--- src/rtl/layer_seq_ctrl.sv ---
// layer_seq_ctrl: raster ROM read sequencer with position-derived S2/C3/S4/C5 consume enables.
// Optional LAYER_SEQ_CONTINUOUS_EN: frames stream back-to-back without returning to IDLE.
`default_nettype none

module layer_seq_ctrl #(
  parameter int COLS      = 32,
  parameter int ROWS      = 32,
  parameter int K         = 5,
  parameter int POOL_LOG2 = 1,
  parameter int LAT       = 2
) (
  input  logic                           clk,
  input  logic                           rst_n,
  input  logic                           start_i,
  input  logic                           hold_i,
  output logic                           rd_o,
  output logic [$clog2(ROWS*COLS)-1:0]   rd_addr_o,
  output logic                           busy_o,
  output logic                           done_o,
  output logic                           S2_en_o,
  output logic                           C3_en_o,
  output logic                           S4_en_o,
  output logic                           C5_en_o
);

  localparam int AW = $clog2(ROWS*COLS);
  localparam int RW = $clog2(ROWS+1);
  localparam int PM = (1 << POOL_LOG2) - 1;
  localparam int H1 = ROWS - K + 1;
  localparam int H2 = H1 >>> POOL_LOG2;
  localparam int H3 = H2 - K + 1;
  localparam int H4 = H3 >>> POOL_LOG2;

  if ((COLS != ROWS) || (K < 1) || (LAT < 1) || (H1 < 1) || (H3 < 1) || (H4 < 1) ||
      ((H1 & PM) != 0) || ((H3 & PM) != 0)) begin : g_param_check
    $error("layer_seq_ctrl: illegal ROWS/COLS/K/POOL_LOG2/LAT combination");
  end

  typedef enum logic [1:0] {IDLE = 2'd0, RUN = 2'd1, DRAIN = 2'd2} state_t;

  // Tag bit positions in the delay line
  localparam int T_S2 = 0, T_C3 = 1, T_S4 = 2, T_C5 = 3, T_LAST = 4;

  state_t          state_q, state_d;
  logic [RW-1:0]   r_q, r_d, c_q, c_d;
  logic [AW-1:0]   addr_q, addr_d;
  logic [4:0]      dly_q [LAT];
  logic [4:0]      tag_in;
  logic            rd;
  logic            last;
  int              u, v, pc, qc;
  logic            s2f, c3f, s4f, c5f;

  // Position flags; negative grid coordinates are masked by the s2f/s4f guards.
  always_comb begin
    u    = int'(r_q) - (K - 1);
    v    = int'(c_q) - (K - 1);
    pc   = (u >>> POOL_LOG2) - (K - 1);
    qc   = (v >>> POOL_LOG2) - (K - 1);
    s2f  = (u >= 0) && (v >= 0);
    c3f  = s2f && ((u & PM) == PM) && ((v & PM) == PM);
    s4f  = c3f && (pc >= 0) && (qc >= 0);
    c5f  = s4f && ((pc & PM) == PM) && ((qc & PM) == PM);
    last = (r_q == RW'(ROWS - 1)) && (c_q == RW'(COLS - 1));
  end

  always_comb begin
    state_d = state_q;
    r_d     = r_q;
    c_d     = c_q;
    addr_d  = addr_q;
    rd      = 1'b0;
    case (state_q)
      IDLE: begin
        if (start_i) begin
          state_d = RUN;
          r_d     = '0;
          c_d     = '0;
          addr_d  = '0;
        end
      end
      RUN: begin
        rd = ~hold_i;
        if (rd) begin
          if (last) begin
            r_d    = '0;
            c_d    = '0;
            addr_d = '0;
`ifdef LAYER_SEQ_CONTINUOUS_EN
            state_d = RUN;
`else
            state_d = DRAIN;
`endif
          end else if (c_q == RW'(COLS - 1)) begin
            c_d    = '0;
            r_d    = r_q + 1'b1;
            addr_d = addr_q + 1'b1;
          end else begin
            c_d    = c_q + 1'b1;
            addr_d = addr_q + 1'b1;
          end
        end
      end
      DRAIN: begin
        if (dly_q[LAT-1][T_LAST]) state_d = IDLE;
      end
      default: state_d = IDLE;
    endcase
  end

  // Hold bubbles enter the delay line as empty tags.
  assign tag_in = rd ? {last, c5f, s4f, c3f, s2f} : 5'b0;

  always_ff @(posedge clk or negedge rst_n) begin
    if (!rst_n) begin
      state_q <= IDLE;
      r_q     <= '0;
      c_q     <= '0;
      addr_q  <= '0;
      for (int i = 0; i < LAT; i++) dly_q[i] <= '0;
    end else begin
      state_q  <= state_d;
      r_q      <= r_d;
      c_q      <= c_d;
      addr_q   <= addr_d;
      dly_q[0] <= tag_in;
      for (int i = 1; i < LAT; i++) dly_q[i] <= dly_q[i-1];
    end
  end

  assign rd_o      = rd;
  assign rd_addr_o = addr_q;
  assign busy_o    = (state_q != IDLE);
  assign done_o    = dly_q[LAT-1][T_LAST];
  assign S2_en_o   = dly_q[LAT-1][T_S2];
  assign C3_en_o   = dly_q[LAT-1][T_C3];
  assign S4_en_o   = dly_q[LAT-1][T_S4];
  assign C5_en_o   = dly_q[LAT-1][T_C5];

endmodule

`default_nettype wire

--- config.mk ---
export PLATFORM = sky130hd
export DESIGN_NAME = layer_seq_ctrl
export DESIGN_NICKNAME = d
export VERILOG_FILES = /design/src/rtl/layer_seq_ctrl.sv
export SDC_FILE = /design/constraint.sdc
export NUM_CORES = 1
export LEC_CHECK = 0
export BUFFER_PORTS_ARGS = -buffer_cell sky130_fd_sc_hd__buf_2
export CORE_UTILIZATION = 61
export CTS_BUF_LIST = sky130_fd_sc_hd__clkbuf_16
export CTS_CLUSTER_SIZE = 14
export DETAILED_ROUTE_END_ITERATION = 7
export GPL_ROUTABILITY_DRIVEN = 0
export GPL_TIMING_DRIVEN = 0
export HOLD_SLACK_MARGIN = 0.06
export PLACE_DENSITY_LB_ADDON = 0.2
export SYNTH_ARGS = -nofsm -noshare
export SYNTH_HDL_FRONTEND = slang
export SYNTH_SLANG_ARGS = --single-unit
--- constraint.sdc ---
create_clock -name clk -period 5.6 [get_ports clk]
set_clock_uncertainty 0.2 [all_clocks]
set_input_delay 1.12 -clock clk [delete_from_list [all_inputs] [get_ports clk]]
set_output_delay 1.12 -clock clk [all_outputs]
set_load 0.005 [all_outputs]
==> results.toml <==
[outcome]
status = "completed"

[yosys]
synth_edf_count = 0
synth_flop_cell = "dfrtp_1"
syn-num-nets = 189
avgSynthCellArea_um2 = 9.94
ys_types = 40
ys_async_sr_fraction_pct = 100
yosysSeqAreaShare_pct = 48.6
yosys_register_bits = 34
syn-cell-area_mm2 = 0.00175
netlist_instances = 176
synth-warning-count = 0

[die]
ios = 21
die_x_um = 55.6
initial_core_util_pct = 64.0
coreArea_mm2 = 0.00273
fp-row-count = 19
dieHeight_um = 55.6
die_area_mm2 = 0.00309

[routing]
drc = 0
totalWireLength_mm = 4.00
ant_nets = 0
via_count = 1485
wire_per_inst_um = 17.0
firstDrtPassIters = 4
vias_per_cell = 6.32
drt_iter0_markers = 62

[global_route]
grt_start_max_net_pins = 35
track_usage_pct = 27.8
antenna_found_initial = 0
grt_overflow = 0
grt_pass1_vias = 1402
grt_pass1_wl_mm = 6.60

[critical_path]
cp-end-kind = "output pin"
rr_endpoint = "r_q[2]"
start_kind = "input pin"
worst_ep_arrival_time_ns = 1.96
critPathKind = "in -> out"
crit_fanout = 6
reg2reg_slack_ns = 3.32
reg2reg_depth = 6
required_ns = 4.28
reg2reg_from = "c_q[0]"

[timing]
finalHoldViolCount = 0
relSlewSlack_pct = 46.3
fmax_mhz = 305
fin_tns_setup_ns = 0
whs_ns = 0.154
rsz0062_at_grt = "no"
fin_crit_ns = 3.28
slew_violations = 0
fin_crit_sh_pct = 58.6
setup_violations = 0
worst_pin_slew_ns = 0.805

[pwr]
p_comb_share_pct = 35.6
p_sw_share_pct = 38.4
seqPwrFrac_pct = 37.7
intPower_uw = 595
ir_drop_v = 0.000365
p_leak_uw = 0.00100
p_per_area_mw_per_mm2 = 476
clkPwrFrac_pct = 26.7
p_sw_uw = 371

[final_layout]
areaGrowthSynthToFinish_pct = 16.0
layout_common_cells = "34 x dfrtp_1, 23 x buf_2, 17 x nand2_1"
nFillCells = 190
final_common_cell = "dfrtp_1"
layout.nets = 216
n_antenna_cell = 0
drive_above_1_share_pct = 18.6

[placed_design]
io_buffers = 20
hpwl_mm = 2.72

[clocking]
insertion_delay_ns = 0.27
cts_setup_buffers = 0
cts_buffers = 5
cts_buffer_depth = 2
hold_buffers = 0
cts_tree = "done"
clock_sinks = 34
cts_resized = 0
cts_max_level = 2
cts-root-buf = "clkbuf_16"
clkTransAtPathRegs_ns = 0.05

[run]
cap_violations = 0

[min_path]
hold_start = "dly_q[6]"
hold_class = "reg -> reg"
hold_path_depth = 0
min_to = "C3_en_o"
## how the worst max path moves through the flow
stage	endpoint	slack, ns	from	depth (start not counted)
final	rd_o	2.32	hold_i	5
after global routing	rd_o	2.27	hold_i	5
after CTS	rd_o	2.32	hold_i	5
after detailed placement	rd_o	2.32	hold_i	5
after global placement	rd_o	2.32	hold_i	5
after floorplan	rd_o	2.57	hold_i	3
## cell type report
| cell class | instances | area [um2] | area share [%] |
|---|---|---|---|
| Multi-Input combinational cell | 127 | 831 | 40.9 |
| Inverter | 9 | 33.8 | 1.66 |
| Tap cell | 31 | 38.8 | 1.91 |
| Clock inverter | 3 | 16.3 | 0.801 |
| Timing Repair Buffer | 20 | 100 | 4.93 |
| Sequential cell | 34 | 851 | 41.9 |
| Clock buffer | 5 | 125 | 6.17 |
| Buffer | 6 | 33.8 | 1.66 |
## state kept, by name (all words and copies together), names as in the netlist
| signal | flops |
|---|---|
| C3_en_o | 1 |
| c_q | 6 |
| rd_addr_o | 10 |
| done_o | 1 |
| state_q | 2 |
| C5_en_o | 1 |
| S4_en_o | 1 |
| dly_q | 5 |
| S2_en_o | 1 |
| r_q | 6 |
## critical path: stages
cell,delay [ns]
buf_2,0.10
or3b_1,0.35
buf_2,0.17
inv_1,0.10
buf_2,0.12
## cells in the mapped netlist (all sizes together) (2+ instances only)
master,instances,area [um2]
o21ai,12,60.1
clkbuf,2,7.51
nor3b,2,15.0
a31oi,8,50.1
and4b,2,20.0
a21oi,9,48.8
dfrtp,34,851
nand2,17,63.8
nand2b,6,37.5
inv,9,33.8
ha,9,113
a22o,3,26.3
and3,5,31.3
nand4,3,18.8
nor3,3,15.0
a21o,5,37.5
nand3,10,55.1
nand4b,4,35.0
nor4,3,31.3
nor2,10,37.5
or3,2,12.5
buf,4,26.3
## per-layer routing
| metal | track usage, % | wire length (um) |
|---|---|---|
| met4 | 10.7 | 63 |
| met3 | 4.92 | 204 |
| met5 | 0 | 0 |
| met2 | 47.5 | 2080 |
| met1 | 35.2 | 1650 |
## power by group through the flow
stage          registers, uW  logic, uW  clock network (uW)
2_1_floorplan            352        235                   0
4_1_cts                  362        337                 259
6_report                 364        344                 258
5_1_grt                  373        385                 269
3_5_place_dp             365        333                   0
3_3_place_gp             358        311                   0
## stage by stage
stage | instance area [um2] | setup slack [ns] | cells | util [%] | power (uW)
2_1_floorplan | 1750 | 2.57 | 176 | - | 587
3_5_place_dp | 1890 | 2.32 | 227 | 69.1 | 698
4_1_cts | 2030 | 2.32 | 235 | 74.2 | 958
3_3_place_gp | 1890 | 2.32 | 227 | 69.1 | 670
5_1_grt | 2030 | 2.27 | 235 | 74.2 | 1030
6_report | 2030 | 2.32 | 235 | 74.2 | 966
## logic make-up after synthesis
| kind of cell | after synthesis | share of synthesized area, % |
|---|---|---|
| AO/OA/AOI/OAI | 43 | 16.0 |
| flip-flops | 34 | 48.6 |
| adder cells (fa/ha/maj) | 9 | 6.44 |
| multiplexers | 1 | 0.644 |
| buffers and inverters | 15 | 3.86 |
| XOR/XNOR | 2 | 1.00 |
| AND/OR/NAND/NOR | 72 | 23.5 |
No activity file was read; power rests on OpenSTA's default activity.
